<file path="src/rtl/vex_l15_arb_transducer.sv">
// VexRiscv iBus/dBus to OpenPiton L1.5 bridge.
// Arbitrates between the two Vex command ports, holds one L1.5 request
// outstanding, and routes the response back by a latched channel tag.
module vex_l15_arb_transducer #(
  parameter int ADDR_WIDTH    = 40,
  parameter bit DBUS_PRIORITY = 1'b0,
  parameter int NC_BIT        = 31
) (
  input  logic                  clk,
  input  logic                  rst_n,
  input  logic                  ibus_cmd_valid,
  input  logic [31:0]           ibus_cmd_pc,
  output logic                  ibus_cmd_ready,
  output logic                  ibus_rsp_valid,
  output logic [31:0]           ibus_rsp_inst,
  output logic                  ibus_rsp_error,
  input  logic                  dbus_cmd_valid,
  input  logic                  dbus_cmd_wr,
  input  logic [31:0]           dbus_cmd_address,
  input  logic [31:0]           dbus_cmd_data,
  input  logic [1:0]            dbus_cmd_size,
  output logic                  dbus_cmd_ready,
  output logic                  dbus_rsp_valid,
  output logic [31:0]           dbus_rsp_data,
  output logic                  dbus_rsp_error,
  output logic                  transducer_l15_val,
  output logic [4:0]            transducer_l15_rqtype,
  output logic [2:0]            transducer_l15_size,
  output logic [ADDR_WIDTH-1:0] transducer_l15_address,
  output logic [63:0]           transducer_l15_data,
  output logic                  transducer_l15_nc,
  output logic [3:0]            transducer_l15_amo_op,
  input  logic                  l15_transducer_ack,
  input  logic                  l15_transducer_val,
  input  logic [3:0]            l15_transducer_returntype,
  input  logic [63:0]           l15_transducer_data_0,
  input  logic [63:0]           l15_transducer_data_1,
  output logic                  transducer_l15_req_ack,
  output logic                  vex_int
);

  localparam logic [1:0] IDLE = 2'd0;
  localparam logic [1:0] REQ  = 2'd1;
  localparam logic [1:0] RSP  = 2'd2;
  localparam logic [1:0] ERR  = 2'd3;

  localparam logic [4:0] LOAD_RQ     = 5'b00000;
  localparam logic [4:0] STORE_RQ    = 5'b00001;
  localparam logic [2:0] PCX_SZ_1B   = 3'b000;
  localparam logic [2:0] PCX_SZ_2B   = 3'b001;
  localparam logic [2:0] PCX_SZ_4B   = 3'b010;
  localparam logic [3:0] LOAD_RET    = 4'b0000;
  localparam logic [3:0] ST_ACK      = 4'b0100;
  localparam logic [3:0] INT_RET     = 4'b0111;
  localparam logic [3:0] AMO_OP_NONE = 4'b0000;

  localparam logic CH_IBUS = 1'b0;
  localparam logic CH_DBUS = 1'b1;

  logic [1:0]  state;
  logic        last_grant;
  logic        chan_q;
  logic        wr_q;
  logic [1:0]  word_sel_q;
  logic        grant_i;
  logic        grant_d;
  logic [31:0] sel_addr;
  logic        dbus_bad;
  logic        rsp_match;
  logic        done;
  logic [31:0] rsp_word;

  function automatic logic [31:0] swap32(input logic [31:0] w);
    return {w[7:0], w[15:8], w[23:16], w[31:24]};
  endfunction

  assign transducer_l15_amo_op  = AMO_OP_NONE;
  assign transducer_l15_req_ack = l15_transducer_val;
  assign ibus_rsp_error         = 1'b0;

  // Arbitration: only in IDLE; tie goes to dBus or to the channel not granted last.
  always_comb begin
    grant_i = 1'b0;
    grant_d = 1'b0;
    if (rst_n && state == IDLE) begin
      if (ibus_cmd_valid && dbus_cmd_valid) begin
        if (DBUS_PRIORITY || last_grant == CH_IBUS) grant_d = 1'b1;
        else                                        grant_i = 1'b1;
      end else begin
        grant_i = ibus_cmd_valid;
        grant_d = dbus_cmd_valid;
      end
    end
  end

  assign ibus_cmd_ready = grant_i;
  assign dbus_cmd_ready = grant_d;

  // Command decode, response matching and load-word selection.
  always_comb begin
    sel_addr  = grant_d ? dbus_cmd_address : ibus_cmd_pc;
    dbus_bad  = (dbus_cmd_size == 2'd3) ||
                (dbus_cmd_size == 2'd1 && dbus_cmd_address[0]) ||
                (dbus_cmd_size == 2'd2 && dbus_cmd_address[1:0] != 2'b00);
    rsp_match = l15_transducer_val &&
                (l15_transducer_returntype == LOAD_RET || l15_transducer_returntype == ST_ACK);
    done      = rsp_match && ((state == REQ && l15_transducer_ack) || state == RSP);
    case (word_sel_q)
      2'd0:    rsp_word = l15_transducer_data_0[63:32];
      2'd1:    rsp_word = l15_transducer_data_0[31:0];
      2'd2:    rsp_word = l15_transducer_data_1[63:32];
      default: rsp_word = l15_transducer_data_1[31:0];
    endcase
  end

  // Transaction FSM, registered L1.5 request fields and Vex response pulses.
  always_ff @(posedge clk or negedge rst_n) begin
    if (!rst_n) begin
      state                  <= IDLE;
      last_grant             <= CH_IBUS;
      chan_q                 <= CH_IBUS;
      wr_q                   <= 1'b0;
      word_sel_q             <= '0;
      transducer_l15_val     <= 1'b0;
      transducer_l15_rqtype  <= '0;
      transducer_l15_size    <= '0;
      transducer_l15_address <= '0;
      transducer_l15_data    <= '0;
      transducer_l15_nc      <= 1'b0;
      ibus_rsp_valid         <= 1'b0;
      ibus_rsp_inst          <= '0;
      dbus_rsp_valid         <= 1'b0;
      dbus_rsp_data          <= '0;
      dbus_rsp_error         <= 1'b0;
    end else begin
      ibus_rsp_valid <= 1'b0;
      ibus_rsp_inst  <= '0;
      dbus_rsp_valid <= 1'b0;
      dbus_rsp_data  <= '0;
      dbus_rsp_error <= 1'b0;
      case (state)
        IDLE: begin
          if (grant_i || grant_d) begin
            chan_q                 <= grant_d;
            last_grant             <= grant_d;
            wr_q                   <= grant_d && dbus_cmd_wr;
            word_sel_q             <= sel_addr[3:2];
            transducer_l15_rqtype  <= (grant_d && dbus_cmd_wr) ? STORE_RQ : LOAD_RQ;
            transducer_l15_address <= {{(ADDR_WIDTH-32){sel_addr[31]}}, sel_addr};
            transducer_l15_nc      <= sel_addr[NC_BIT];
            transducer_l15_data    <= (grant_d && dbus_cmd_wr) ?
                                      {swap32(dbus_cmd_data), swap32(dbus_cmd_data)} : '0;
            if (!grant_d)                  transducer_l15_size <= PCX_SZ_4B;
            else if (dbus_cmd_size == 2'd0) transducer_l15_size <= PCX_SZ_1B;
            else if (dbus_cmd_size == 2'd1) transducer_l15_size <= PCX_SZ_2B;
            else                            transducer_l15_size <= PCX_SZ_4B;
            if (grant_d && dbus_bad) begin
              state <= ERR;
            end else begin
              state              <= REQ;
              transducer_l15_val <= 1'b1;
            end
          end
        end
        REQ: begin
          if (l15_transducer_ack) begin
            transducer_l15_val <= 1'b0;
            state              <= rsp_match ? IDLE : RSP;
          end
        end
        RSP: begin
          if (rsp_match) state <= IDLE;
        end
        default: begin
          dbus_rsp_valid <= 1'b1;
          dbus_rsp_error <= 1'b1;
          state          <= IDLE;
        end
      endcase
      // Completion is shared by RSP and the REQ same-cycle ack+response path.
      if (done) begin
        if (chan_q == CH_DBUS) begin
          dbus_rsp_valid <= 1'b1;
          dbus_rsp_data  <= wr_q ? '0 : swap32(rsp_word);
        end else begin
          ibus_rsp_valid <= 1'b1;
          ibus_rsp_inst  <= swap32(rsp_word);
        end
      end
    end
  end

  // Wakeup interrupt pulse, independent of the transaction FSM.
  always_ff @(posedge clk or negedge rst_n) begin
    if (!rst_n) vex_int <= 1'b0;
    else        vex_int <= l15_transducer_val && l15_transducer_returntype == INT_RET &&
                           l15_transducer_data_0[17:16] == 2'b01;
  end

endmodule

</file>
<file path="config.mk">
export PLATFORM = sky130hd
export DESIGN_NAME = vex_l15_arb_transducer
export DESIGN_NICKNAME = d
export VERILOG_FILES = /design/src/rtl/vex_l15_arb_transducer.sv
export SDC_FILE = /design/constraint.sdc
export NUM_CORES = 1
export LEC_CHECK = 0
export ABC_AREA = 1
export CORE_AREA = 2 2 167 169
export CTS_CLUSTER_SIZE = 25
export DETAILED_ROUTE_END_ITERATION = 16
export DIE_AREA = 0 0 169 171
export SYNTH_ARGS = -nofsm -noshare
export SYNTH_HDL_FRONTEND = slang
export SYNTH_SLANG_ARGS = --single-unit
</file>
<file path="constraint.sdc">
create_clock -name clk -period 2 [get_ports clk]
set_input_delay 0.5 -clock clk [delete_from_list [all_inputs] [get_ports clk]]
set_output_delay 0.5 -clock clk [all_outputs]
set_load 0.01 [all_outputs]
</file>
After elaboration in Yosys (flattened, before gate mapping)
Index checks and enable logic that the tools add are counted.
Storage, ports and cells
  word-level logic and storage cells: 88
  register bits after elaboration: 180
  output and inout bits: 190
Operators by class
  muxes and demuxes: 32
  reductions and logical operators: 26
  eq/ne operators: 14
Operators with widths (number)
  2-to-1 mux 32 bit: 6
  case mux 32 bit (3 select lines): 1
  2-to-1 mux 64 bit: 1
  2-to-1 mux 2 bit: 8
  2-to-1 mux 1 bit: 14
  logical AND 1 bit: 11
  == test 2 x 1 -> 1 bit, second input constant: 4
  == test 2 bit, second input constant: 4
  == test 4 x 3 -> 1 bit, second input constant: 2
  logical NOT 2 bit: 3
  inequality test 2 bit, second input constant: 3
  case mux 2 bit (3 select lines): 1
  logical OR 1 bit: 5
  logical NOT 4 bit: 1
  AND reduction 4 bit: 1
  nonzero test 2 bit: 2
  AND reduction 3 bit: 1
  OR reduction 3 bit: 1
  inequality test 2 x 1 -> 1 bit, second input constant: 1
  case mux 1 bit (2 select lines): 1
  AND reduction 2 bit: 1

Longest topological paths before layout
  word-level depth: 8
  gate-level depth with buffers: 8
  gate-level depth less buffers: 8

Least setup slack after synthesis
OpenSTA, ideal clock, no wires.
  path type: register -> output
  from: register state[0]
  to: output dbus_cmd_ready
  slack: 418 ps
  stages on the path, launching flop included: 6
  data arrival time: 1082 ps
  path buffers: 2
  data required time: 1500 ps
  path through: dfrtp_1 nor2_2 nand2_1 nor2_2 buf_4 buf_4
Between the ends
  cells in the longest elaborated chain, start to end: 3
RTL lines
  from (decl): RTL line 60  | logic [1:0] state;
  from (signal assigned): RTL line 168  | state <= rsp_match ? IDLE : RSP;
  logical NOT 2 bit: RTL line 85  | if (rst_n && state == IDLE) begin
  logical AND 1 bit: RTL line 85
  2-to-1 mux 1 bit: RTL line 85
  to (decl): RTL line 22  | output logic dbus_cmd_ready,
Every way passes these cells.

Worst setup path after layout
  from: input dbus_cmd_valid
  to: output dbus_cmd_ready
Between the ends
  cells in the longest elaborated chain, start to end: 3
RTL lines
  from (decl): RTL line 17  | input logic dbus_cmd_valid,
  logical AND 1 bit: RTL line 86  | if (ibus_cmd_valid && dbus_cmd_valid) begin
  2-to-1 mux 1 bit *: RTL line 86
  2-to-1 mux 1 bit *: RTL line 85
Every way passes the cells marked *; elsewhere a longest branch is shown, timed or not.

==> reports/metrics.yaml <==
run_status:
  outcome: "completed"
sta:
  worst_pin_slew_ps: 841
  fin_crit_ps: 1960
  min_period_over_period_pct: 98.2
  holdWs_ps: 235
  maxSlewHeadroom_pct: 43.9
  setup_viol: 0
  maxSlewViolCount: 0
  skew_ps: 12.4
  finalHoldViolCount: 0
  fmax_mhz: 509
  rsz0062_at_grt: "true"
worst_setup_path:
  cp.arrival_ps: 1460
  cp_slowest_stage_delay_ps: 510
  ff2ff_path_depth: 8
  worstPathRequired_ps: 1500
  end_kind: "output port"
  r2r_setup_slack_ps: 320
  worstSetupPathType: "in -> out"
  critPathBufInv: 3
  cp_max_fo: 4
  critical_path.slowest_cell: "clkdlybuf4s50_1"
  worstReg2RegStart: "transducer_l15_address[2]$_DFFE_PN0P_"
  crit_chain: "clkdlybuf4s50_1 -> buf_6 -> nand3_1 -> nand2_2 -> nor2_4 -> buf_6"
  crit_top_cell: "buf_6"
  cp_top_family: "buffers and inverters"
  r2r-end: "dbus_rsp_data[29]$_DFF_PN0_"
  worstSetupStartpointType: "primary input"
clock_network:
  cts_tree: "yes"
  htree_levels: 4
  cts.sinks: 139
  path_clk_slew_ps: 60
  clockBufferDepth: 2
  cts_buffers: 17
  clk_latency_ps: 420
  clock-root-buffer: "clkbuf_16"
synthesis:
  synth_area_leaders: "dfrtp_1, nand2_1, nand3_1"
  ys_async_sr_fraction_pct: 100
  ys_top_cells_by_count: "nand2_1, dfrtp_1, nand3_1, inv_1, nor2_1"
  synth_flop_cell: "dfrtp_1"
  yosys_warnings: 0
  yosysTopAreaCell: "dfrtp_1"
  synth_cell_type_count: 19
  yosysMostFrequentCell: "nand2_1"
  synth_area_sq_um: 6680
  synth_top_area_share_pct: 52.1
  avgSynthCellArea_sq_um: 7.85
  yosysSeqAreaShare_pct: 52.1
  synth_edf_count: 0
  ys_ff_latch: 139
  synth_cells: 851
layout:
  nNetsFinal: 1462
  area_delta_synth_final_pct: 72.8
  diodes: 0
  fillers: 2807
  drive_gt1_share_pct: 5.74
route:
  avgRoutedWirePerCell_microns: 15.9
  vias: 6812
  drc_errors: 0
  drtPass1Iterations: 4
  drt-initial-drc-count: 381
  viasPerCell: 4.30
  antenna_left: 0
  wl_mm: 25.1
global_route:
  grt_pass1_wl_mm: 37.1
  grt_usage_pct: 16.9
  grt_pass1_vias: 6636
  antenna_found_initial: 0
  grt_max_degree: 73
  grt_overflow: 0
die:
  fp.coreArea_sq_um: 27300
  row_count: 61
  boundaryPins: 427
  die-area_sq_um: 28900
  start_util_pct: 24.4
  die_y_microns: 171
  die_w_microns: 169
placed_design:
  gp_congestion: 0.830
  numPortBuffers: 416
  hpwl_mm: 18.7
power:
  power_leakage_nw: 5.50
  finalPower_mw: 12.5
  cellPowerDensity_nw_per_um2: 1080
  vdd_ir_drop_max_v: 0.000487
job:
  max-cap-violations: 0
hold_path:
  min_path_type: "in -> async"
cells in the final DEF, fill, tap and decap left out, drive strengths merged:
master,synthesis,layout
a21oi,1,1
nand3b,1,1
clkinvlp,0,7
inv,76,80
nand4,3,3
clkbuf,9,19
nand3,104,104
dlymetal6s2s,0,4
clkinv,0,1
conb,1,10
dlygate4sd2,0,1
clkdlybuf4s50,0,408
buf,91,32
o21ai,69,69
nand2,282,282
dlygate4sd3,0,1
nor2,75,75
dfrtp,139,139
per-layer routing:
layer / vias up / GRT usage, % / routed length, microns
li1: 3322 / - / -
met1: 3174 / 18.7 / 9740
met2: 289 / 30.1 / 12600
met3: 27 / 6.50 / 2300
met4: 0 / 5.09 / 463
met5: - / 0 / 0
worst max-delay path by stage:
stage | from | end | slack [ps] | cells past startpoint
2_1_floorplan | state[0]$_DFFE_PN0P_ | dbus_cmd_ready | 420 | 5
3_3_place_gp | ibus_cmd_valid | ibus_cmd_ready | -290 | 4
3_5_place_dp | ibus_cmd_valid | ibus_cmd_ready | -280 | 4
4_1_cts | ibus_cmd_valid | dbus_cmd_ready | -10 | 6
5_1_grt | dbus_cmd_valid | dbus_cmd_ready | -20 | 6
6_report | dbus_cmd_valid | dbus_cmd_ready | 40 | 6
cell families after synthesis:
kind of cell	after synthesis	share of synthesized area, %
flops	139	52.1
simple gates	465	28.4
buf+inv	176	14.1
other cells	1	0.0562
compound gates	70	5.25
state kept, by name, summed over array words and instances, names as in the netlist, 2 cells and up:
name,count
dbus_rsp_data,32
transducer_l15_size,2
transducer_l15_address,32
state,2
ibus_rsp_inst,32
transducer_l15_data,32
stage by stage:
step | worst slack, ps | util [%] | cell area, sq um | TNS (ps) | cells
after detailed placement | -277 | 40.1 | 11000 | -1950 | 1550
after global placement | -286 | 40.1 | 11000 | -448 | 1550
after CTS | -14.4 | 42.2 | 11500 | -14.4 | 1583
after global routing | -17.2 | 42.2 | 11500 | -17.2 | 1583
after floorplan | 418 | - | 6710 | 0 | 860
final | 36.8 | 42.2 | 11500 | 0 | 1583
power breakdown:
| part | internal (mW) | switching, mW | leakage [nW] | total (mW) |
|---|---|---|---|---|
| Sequential | 3.42 | 0.422 | 1.86 | 3.84 |
| Clock | 1.59 | 1.31 | 0.235 | 2.90 |
| Combinational | 2.80 | 2.92 | 3.40 | 5.71 |
what timing repair did:
item                                   4_1_cts  5_1_grt
setup buffers                                1        0
endpoints found under the hold margin        2        0
gates resized for setup                      8        8
pin swaps                                    2        3
hold buffers                                 1        0
setup endpoints to repair                   13        9
tightest hold or removal path: cells and delay by family:
family,cells,cell delay [ps]
buffers and inverters,3,560
layout make-up:
class	instances	area [sq um]	share of cell area, %
clock buffer	19	433	3.75
inverter	76	285	2.47
clock inverter	12	92.6	0.803
multi-input combinational	545	2310	20.0
sequential	139	3480	30.2
timing repair buffer	446	4500	39.0
tap	346	433	3.75
Power figures use the tool's default switching activity.
